File: config.mk
export PLATFORM = sky130hd
export DESIGN_NAME = eth_tx_arbiter_flat
export DESIGN_NICKNAME = d
export VERILOG_FILES = /design/src/rtl/eth_tx_arbiter_pkg.sv /design/src/rtl/eth_tx_arbiter_if.sv /design/src/rtl/eth_tx_arbiter.sv /design/src/flat_wrapper.sv
export SDC_FILE = /design/constraint.sdc
export NUM_CORES = 1
export LEC_CHECK = 0
export CORE_MARGIN = 3
export CORE_UTILIZATION = 30
export CTS_CLUSTER_DIAMETER = 30
export CTS_CLUSTER_SIZE = 12
export DETAILED_ROUTE_END_ITERATION = 8
export GPL_TIMING_DRIVEN = 0
export MAX_ROUTING_LAYER = met4
export PLACE_DENSITY_LB_ADDON = 0.15
export SETUP_SLACK_MARGIN = 0.02
export SYNTH_ARGS = -nofsm -noshare
export SYNTH_HDL_FRONTEND = slang
export SYNTH_SLANG_ARGS = --single-unit
File: constraint.sdc
create_clock -name clk -period 4 [get_ports clk]
set_clock_uncertainty 0.2 [all_clocks]
set_input_delay 0.8 -clock clk [delete_from_list [all_inputs] [get_ports clk]]
set_output_delay 0.8 -clock clk [all_outputs]
set_load 0.01 [all_outputs]
File: src/rtl/eth_tx_arbiter_pkg.sv
// Shared types for the two-source TEMAC transmit arbiter.
package eth_tx_arbiter_pkg;

  localparam int DATA_W = 8;

  typedef enum logic [1:0] {
    IDLE       = 2'd0,
    GRANT_PRIO = 2'd1,
    GRANT_BULK = 2'd2
  } state_e;

  typedef enum logic {
    SRC_PRIO = 1'b0,
    SRC_BULK = 1'b1
  } src_e;

  // A zero starvation limit still needs one register bit.
  function automatic int starve_width(input int max_starve);
    return (max_starve < 1) ? 1 : $clog2(max_starve + 1);
  endfunction

endpackage

File: src/rtl/eth_tx_arbiter_if.sv
// Byte-wide AXI4-Stream link used for both arbiter inputs and the TEMAC output.
interface eth_tx_arbiter_if;
  import eth_tx_arbiter_pkg::*;

  logic [DATA_W-1:0] tdata;
  logic              tkeep;
  logic              tlast;
  logic              tvalid;
  logic              tready;

  modport master (output tdata, output tkeep, output tlast, output tvalid, input tready);
  modport slave  (input tdata, input tkeep, input tlast, input tvalid, output tready);
endinterface

File: src/rtl/eth_tx_arbiter.sv
// Frame-granular prio/bulk arbiter for the TEMAC transmit stream, with a
// starvation limit for bulk and per-source first-beat timestamp pulses.
module eth_tx_arbiter
  import eth_tx_arbiter_pkg::*;
#(
  parameter int MAX_STARVE = 4
) (
  input  logic             clk,
  input  logic             rst,
  eth_tx_arbiter_if.slave  s_axis_prio,
  eth_tx_arbiter_if.slave  s_axis_bulk,
  eth_tx_arbiter_if.master m_axis,
  output logic             prio_tx_begin,
  output logic             bulk_tx_begin,
  output logic [31:0]      prio_frames,
  output logic [31:0]      bulk_frames
);

  localparam int            SW           = starve_width(MAX_STARVE);
  localparam logic [SW-1:0] STARVE_LIMIT = SW'(MAX_STARVE);

  state_e        state_q;
  logic [SW-1:0] starve_q;
  logic          first_q;
  logic [31:0]   frames_q [2];

  src_e       sel;
  logic       granted;
  logic       cur_valid;
  logic       cur_last;
  logic       hs;
  logic       bulk_forced;
  logic [1:0] begin_vec;
  logic [1:0] done_vec;

  assign granted     = (state_q == GRANT_PRIO) || (state_q == GRANT_BULK);
  assign sel         = (state_q == GRANT_BULK) ? SRC_BULK : SRC_PRIO;
  assign cur_valid   = granted & ((sel == SRC_BULK) ? s_axis_bulk.tvalid : s_axis_prio.tvalid);
  assign cur_last    = (sel == SRC_BULK) ? s_axis_bulk.tlast : s_axis_prio.tlast;
  assign hs          = cur_valid & m_axis.tready;
  assign bulk_forced = (starve_q >= STARVE_LIMIT);

  // Granted source passes straight through; no skid buffer on this path.
  always_comb begin
    m_axis.tdata       = '0;
    m_axis.tkeep       = 1'b0;
    m_axis.tlast       = 1'b0;
    m_axis.tvalid      = 1'b0;
    s_axis_prio.tready = 1'b0;
    s_axis_bulk.tready = 1'b0;
    case (state_q)
      GRANT_PRIO: begin
        m_axis.tdata       = s_axis_prio.tdata;
        m_axis.tkeep       = s_axis_prio.tkeep;
        m_axis.tlast       = s_axis_prio.tlast;
        m_axis.tvalid      = s_axis_prio.tvalid;
        s_axis_prio.tready = m_axis.tready;
      end
      GRANT_BULK: begin
        m_axis.tdata       = s_axis_bulk.tdata;
        m_axis.tkeep       = s_axis_bulk.tkeep;
        m_axis.tlast       = s_axis_bulk.tlast;
        m_axis.tvalid      = s_axis_bulk.tvalid;
        s_axis_bulk.tready = m_axis.tready;
      end
      default: ;
    endcase
  end

  always_ff @(posedge clk) begin
    if (rst) begin
      state_q  <= IDLE;
      starve_q <= '0;
      first_q  <= 1'b0;
    end else begin
      case (state_q)
        IDLE: begin
          if (s_axis_bulk.tvalid && (!s_axis_prio.tvalid || bulk_forced)) begin
            state_q  <= GRANT_BULK;
            starve_q <= '0;
            first_q  <= 1'b1;
          end else if (s_axis_prio.tvalid) begin
            state_q <= GRANT_PRIO;
            first_q <= 1'b1;
            // Reaching here with bulk pending implies starve_q is below the limit.
            if (s_axis_bulk.tvalid) begin
              starve_q <= starve_q + SW'(1);
            end
          end
        end
        GRANT_PRIO, GRANT_BULK: begin
          if (hs) begin
            first_q <= 1'b0;
            if (cur_last) begin
              state_q <= IDLE;
            end
          end
        end
        default: state_q <= IDLE;
      endcase
    end
  end

  for (genvar gi = 0; gi < 2; gi++) begin : g_src
    assign begin_vec[gi] = hs & first_q & (int'(sel) == gi);
    assign done_vec[gi]  = hs & cur_last & (int'(sel) == gi);

    always_ff @(posedge clk) begin
      if (rst) begin
        frames_q[gi] <= '0;
      end else if (done_vec[gi]) begin
        frames_q[gi] <= frames_q[gi] + 32'd1;
      end
    end
  end

  assign prio_tx_begin = begin_vec[int'(SRC_PRIO)];
  assign bulk_tx_begin = begin_vec[int'(SRC_BULK)];
  assign prio_frames   = frames_q[int'(SRC_PRIO)];
  assign bulk_frames   = frames_q[int'(SRC_BULK)];

endmodule

File: src/flat_wrapper.sv
// flat-port wrapper written by rule: the top's interface ports become plain ports
module eth_tx_arbiter_flat import eth_tx_arbiter_pkg::*;
#(
  parameter int MAX_STARVE = 4
)
  (clk, rst, prio_tx_begin, bulk_tx_begin, prio_frames, bulk_frames, s_axis_prio_tdata, s_axis_prio_tkeep, s_axis_prio_tlast, s_axis_prio_tvalid, s_axis_prio_tready, s_axis_bulk_tdata, s_axis_bulk_tkeep, s_axis_bulk_tlast, s_axis_bulk_tvalid, s_axis_bulk_tready, m_axis_tdata, m_axis_tkeep, m_axis_tlast, m_axis_tvalid, m_axis_tready);
  eth_tx_arbiter_if s_axis_prio_i ();
  eth_tx_arbiter_if s_axis_bulk_i ();
  eth_tx_arbiter_if m_axis_i ();
  input  logic clk;
  input  logic rst;
  output logic prio_tx_begin;
  output logic bulk_tx_begin;
  output logic [31:0] prio_frames;
  output logic [31:0] bulk_frames;
  input wire logic [$bits(s_axis_prio_i.tdata)-1:0] s_axis_prio_tdata;
  input wire logic [$bits(s_axis_prio_i.tkeep)-1:0] s_axis_prio_tkeep;
  input wire logic [$bits(s_axis_prio_i.tlast)-1:0] s_axis_prio_tlast;
  input wire logic [$bits(s_axis_prio_i.tvalid)-1:0] s_axis_prio_tvalid;
  output wire logic [$bits(s_axis_prio_i.tready)-1:0] s_axis_prio_tready;
  input wire logic [$bits(s_axis_bulk_i.tdata)-1:0] s_axis_bulk_tdata;
  input wire logic [$bits(s_axis_bulk_i.tkeep)-1:0] s_axis_bulk_tkeep;
  input wire logic [$bits(s_axis_bulk_i.tlast)-1:0] s_axis_bulk_tlast;
  input wire logic [$bits(s_axis_bulk_i.tvalid)-1:0] s_axis_bulk_tvalid;
  output wire logic [$bits(s_axis_bulk_i.tready)-1:0] s_axis_bulk_tready;
  output wire logic [$bits(m_axis_i.tdata)-1:0] m_axis_tdata;
  output wire logic [$bits(m_axis_i.tkeep)-1:0] m_axis_tkeep;
  output wire logic [$bits(m_axis_i.tlast)-1:0] m_axis_tlast;
  output wire logic [$bits(m_axis_i.tvalid)-1:0] m_axis_tvalid;
  input wire logic [$bits(m_axis_i.tready)-1:0] m_axis_tready;
  assign s_axis_prio_i.tdata = s_axis_prio_tdata;
  assign s_axis_prio_i.tkeep = s_axis_prio_tkeep;
  assign s_axis_prio_i.tlast = s_axis_prio_tlast;
  assign s_axis_prio_i.tvalid = s_axis_prio_tvalid;
  assign s_axis_prio_tready = s_axis_prio_i.tready;
  assign s_axis_bulk_i.tdata = s_axis_bulk_tdata;
  assign s_axis_bulk_i.tkeep = s_axis_bulk_tkeep;
  assign s_axis_bulk_i.tlast = s_axis_bulk_tlast;
  assign s_axis_bulk_i.tvalid = s_axis_bulk_tvalid;
  assign s_axis_bulk_tready = s_axis_bulk_i.tready;
  assign m_axis_tdata = m_axis_i.tdata;
  assign m_axis_tkeep = m_axis_i.tkeep;
  assign m_axis_tlast = m_axis_i.tlast;
  assign m_axis_tvalid = m_axis_i.tvalid;
  assign m_axis_i.tready = m_axis_tready;
  eth_tx_arbiter #(.MAX_STARVE(MAX_STARVE)) u_core (.clk(clk), .rst(rst), .s_axis_prio(s_axis_prio_i), .s_axis_bulk(s_axis_bulk_i), .m_axis(m_axis_i), .prio_tx_begin(prio_tx_begin), .bulk_tx_begin(bulk_tx_begin), .prio_frames(prio_frames), .bulk_frames(bulk_frames));
endmodule
* Yosys cells after proc, flatten, opt, wreduce, memory -nomap -nowiden *
Memories as Yosys holds them, arrays and structs flattened.
Index checks and enable logic that the tools add are counted.

storage, ports and cells
  output and inout port bits = 79
  memories kept = 1
  register bits = 6
  bits in writable memories = 64
  logic and storage cells = 67
  input bits = 25

memory list
  memory           depth  width  rd ports  clocked after Yosys merged registers in  wr ports  line                  text
  u_core.frames_q  2      32     2         0                                        2         eth_tx_arbiter.sv:25  logic [31:0] frames_q [2];

cells by class
  multiplexer cells = 31
  reduce and logical (&&, ||, !) cells = 12
  eq/ne operators = 5
  bitwise gates (word level) = 11
  magnitude comparators = 1
  $add $sub $neg = 3

operators by type and width
  operator                                                  count
  adder 32 x 1 -> 32 bit, second input constant             2
  2-to-1 mux 32 bit                                         2
  2-to-1 mux 1 bit                                          16
  case mux 8 bit (2 select lines)                           1
  2-to-1 mux 3 bit                                          3
  AND reduction 3 bit                                       3
  AND 1 bit                                                 8
  2-to-1 mux 2 bit                                          4
  case mux 1 bit (2 select lines)                           4
  nonzero test 2 bit                                        3
  inequality test 2 x 1 -> 1 bit, second input constant     2
  case mux 2 bit (2 select lines)                           1
  adder 3 x 1 -> 3 bit, second input constant               1
  greater-or-equal comparator 3 bit, second input constant  1
  inequality test 3 x 2 -> 1 bit, second input constant     1
  == test 2 x 1 -> 1 bit, second input constant             1
  == test 2 bit, second input constant                      1
  zero test 2 bit                                           1
  logical OR 1 bit                                          2
  bitwise OR 1 bit                                          2
  OR reduction 2 bit                                        1
  logical AND 1 bit                                         1
  zero test 1 bit                                           1
  NOT 1 bit                                                 1

* Logic depth before layout (Yosys ltp) *
  depth in word-level cells = 11
  gate-level depth with buffers = 9
  mapped depth without buffers = 6

* Worst setup path before layout *
Ideal clock, no wire load.

  path type = input -> register
  from = input s_axis_bulk_tvalid
  to = memory u_core.frames_q[0][0], enable pin
  stages on the path = 3
  path buffers = 0
  path slack = 1.442 ns
  data required time = 3.412 ns
  arrival time = 1.970 ns
  path through = mux2i_1 -> nor3_1 -> a21o_1

RTL lines
  item                line                  text
  start: declaration  flat_wrapper.sv:24    input wire logic [$bits(s_axis_bulk_i.tvalid)-1:0] s_axis_bulk_tvalid;
  end: declaration    eth_tx_arbiter.sv:25

* Final worst setup path *
  from = input s_axis_prio_tvalid
  to = output prio_tx_begin

between the ends
  cells in the longest elaborated chain, start to end = 5

RTL lines
  item                    line                   text
  start: declaration      flat_wrapper.sv:19     input wire logic [$bits(s_axis_prio_i.tvalid)-1:0] s_axis_prio_tvalid;
  2-to-1 mux 1 bit        eth_tx_arbiter.sv:38   assign cur_valid = granted & ((sel == SRC_BULK) ? s_axis_bulk.tvalid : s_axis_prio.tvalid);
  AND 1 bit               eth_tx_arbiter.sv:38
  AND 1 bit               eth_tx_arbiter.sv:40   assign hs = cur_valid & m_axis.tready;
  AND 1 bit (2 in a row)  eth_tx_arbiter.sv:105  assign begin_vec[gi] = hs & first_q & (int'(sel) == gi);
  end: declaration        flat_wrapper.sv:12     output logic prio_tx_begin;

No other way between the ends.

==> impl_metrics.env <==
export IMPL_htreeDepth=3
export IMPL_yosys_register_bits=70
export IMPL_syn_cell_area_sq_mm=0.00425
export IMPL_tightest_slew_ps=803
export IMPL_clkSlewWorstSetupHoldPaths_ps=60
export IMPL_dpl_hpwl_mm=8.17
export IMPL_cts_hold_buf=0
export IMPL_io_pins=104
export IMPL_synth_common_cells="64 x edfxtp_1, 39 x nand2_1, 35 x nor2_1"
export IMPL_slew_headroom=0.463
export IMPL_ant_nets=0
export IMPL_yosysMostFrequentCell="edfxtp_1"
export IMPL_hold_viol=0
export IMPL_cts_root_buf="clkbuf_16"
export IMPL_cap_violations=0
export IMPL_multi_input_comb_area_sq_mm=0.00209
export IMPL_yosysTopAreaCell="edfxtp_1"
export IMPL_grt_max_degree=33
export IMPL_fin_hold_ws_ps=283
export IMPL_cp_start_kind="input port"
export IMPL_finalSetupViolCount=0
export IMPL_drtIter0Drc=208
export IMPL_cp_top_family="buffers and inverters"
export IMPL_drt_wl_total_mm=11.4
export IMPL_cts_tree="built"
export IMPL_routed_via_count=3795
export IMPL_cp_slowest_cell="mux2i_1"
export IMPL_path_max_fanout=8
export IMPL_run_status="finished clean"
export IMPL_globalplace_congestion=0.815
export IMPL_p_leak_nw=1.76
export IMPL_grt_ovfl_total=0
export IMPL_critPathBufInv=2
export IMPL_regArea_sq_mm=0.00204
export IMPL_core_region_area_sq_mm=0.0136
export IMPL_cp_required_ps=3000
export IMPL_cpPeakStageDelay_ps=560
export IMPL_yosysSeqAreaShare=0.480
export IMPL_avgSynthCellArea_sq_um=9.79
export IMPL_clock_sinks=70
export IMPL_finalSetupTns_ps=0
export IMPL_path_cells="clkdlybuf4s50_1 -> mux2i_1 -> nor2_1 -> nand2_1 -> nor2_1 -> clkdlybuf4s50_1"
export IMPL_grt_setup_unrepaired="false"
export IMPL_antennaDiodeCount=0
export IMPL_final_core_util=0.430
export IMPL_synthesis_nets=466
export IMPL_timing_fmax_mhz=275
export IMPL_hold_path_class="flip-flop to flip-flop"
export IMPL_cts_buffers=9
export IMPL_port_buffers=102
export IMPL_cts_setup_buffers=0
export IMPL_async_flop_share=0
export IMPL_synthDominantCellAreaShare=0.452
export IMPL_ctsResizeCount=0
export IMPL_grt_usage=0.148
export IMPL_die_area_sq_mm=0.0156
export IMPL_vias_per_cell=5.21
export IMPL_antenna_found_initial=0
export IMPL_period_share=0.910
export IMPL_dieWidth_microns=125
export IMPL_power_density_mw_per_mm2=354
export IMPL_ir_worst_vdd_v=0.000171
export IMPL_grt_pass1_vias=3587
export IMPL_synth_warnings=0
export IMPL_clockBufferDepth=2
export IMPL_crit_arrival_ps=2640
export IMPL_synth_cell_type_count=37
export IMPL_routedWlPerCell_microns=15.7
export IMPL_grt_pass1_wl_mm=18.6
export IMPL_critPathKind="input port to output port"
export IMPL_synth_edff_count=64
export IMPL_drive_gt1_frac=0.0399
export IMPL_die_height_microns=125
export IMPL_drc=0
export IMPL_finalMaxSlewViolations=0
export IMPL_synth_ff_type="edfxtp_1"
export IMPL_fin_crit_ps=3640
export IMPL_syn2layout_area_growth_pct=37.2
export IMPL_num_rows=42
export IMPL_setup_slack_ps=361
export IMPL_end_kind="output port"
export IMPL_clk_latency_ps=330
export IMPL_initial_core_util=0.313
export IMPL_syn_inst=434
export IMPL_pre_cts_slack_ps=233
export IMPL_nFillCells=1327
export IMPL_final_net_count=579
export IMPL_dr_pass1_iters=4
export IMPL_synth_area_leaders="edfxtp_1 45%, or4_1 3.7%, xor2_1 3.5%, nand2_1 3.4%, mux2i_1 3.3%"
[worst min-delay path, stage by stage, from the launching register on]
cell     delay [ps]
dfxtp_1         300
o21ai_0          70
a21oi_1          60
[state kept, by name, indices dropped and copies added, names as in the netlist]
| name | count |
|---|---|
| u_core.frames_q | 64 |
| u_core.starve_q | 3 |
| u_core.state_q | 2 |
| u_core.first_q | 1 |
[kinds of logic after synthesis]
logic type	synth area share
adders and majority gates	0.0206
muxes	0.0330
DFF	0.480
buffers and inverters	0.0300
xor gates and xnor gates	0.0474
and+or+nand+nor	0.282
AOI/OAI and AO/OA	0.106
[routing by layer]
| layer | routed length (microns) | global-route usage | part of all wire | vias to the layer above |
|---|---|---|---|---|
| met4 | 99 | 0.0453 | 0.0087 | 0 |
| met5 | 0 | - | 0 | - |
| met1 | 5760 | 0.210 | 0.50 | 1788 |
| met3 | 607 | 0.0358 | 0.053 | 9 |
| li1 | - | - | - | 1895 |
| met2 | 4970 | 0.209 | 0.43 | 103 |
[power by group]
part / total [W] / internal, W / switching (W)
combinational: 0.000271 / 0.000138 / 0.000132
sequential: 0.000882 / 0.000837 / 0.0000454
clock: 0.000910 / 0.000609 / 0.000301
total: 0.00206 / 0.00158 / 0.000479
[cell usage in the layout (no fill, tap or decap), types with 7 or more instances in the layout]
cell             Yosys  routed
clkdlybuf4s50_1      0     102
edfxtp_1            64      64
nand2_1             39      39
nor2_1              35      35
nand3_1             26      26
a21oi_1             26      26
or4_1               21      21
clkbuf_1            17      20
nand4_1             19      19
o31ai_1             18      18
xor2_1              17      17
mux2i_1             14      14
a22oi_1             12      12
nand2b_1            12      12
nor2b_1             11      11
nor3_1              10      10
nor4_1              10      10
and4_1               9       9
or3_1                9       9
clkbuf_16            0       9
inv_1                8       8
o21ai_0              7       7
ha_1                 7       7
[worst paths after layout]
check	startpoint	depth (start not counted)	endpoint	slack [ps]
max	s_axis_prio_tvalid	6	prio_tx_begin	360
min	u_core.first_q$_SDFFE_PP0P_	2	u_core.first_q$_SDFFE_PP0P_	280
max reg2reg	u_core.state_q[1]$_SDFFE_PP0P_	8	u_core.frames_q[1][30]$_SDFFCE_PN0P_	1120
min reg2reg	u_core.first_q$_SDFFE_PP0P_	2	u_core.first_q$_SDFFE_PP0P_	280
[layout make-up]
cell class / instances / area share
Multi-Input combinational cell: 333 / 0.358
Inverter: 8 / 0.00515
Sequential cell: 70 / 0.350
Timing Repair Buffer: 102 / 0.175
Clock buffer: 12 / 0.0405
Tap cell: 176 / 0.0378
Buffer: 23 / 0.0167
Clock inverter: 4 / 0.0163
[metrics by stage]
| stage | power [W] | cells | cell area [sq um] |
|---|---|---|---|
| floorplan | 0.00102 | 434 | 4250 |
| global placement | 0.00117 | 712 | 5490 |
| detailed placement | 0.00117 | 712 | 5500 |
| CTS | 0.00209 | 728 | 5830 |
| global route | 0.00214 | 728 | 5830 |
| finish | 0.00206 | 728 | 5830 |
No activity file was read; power rests on OpenSTA's default activity.
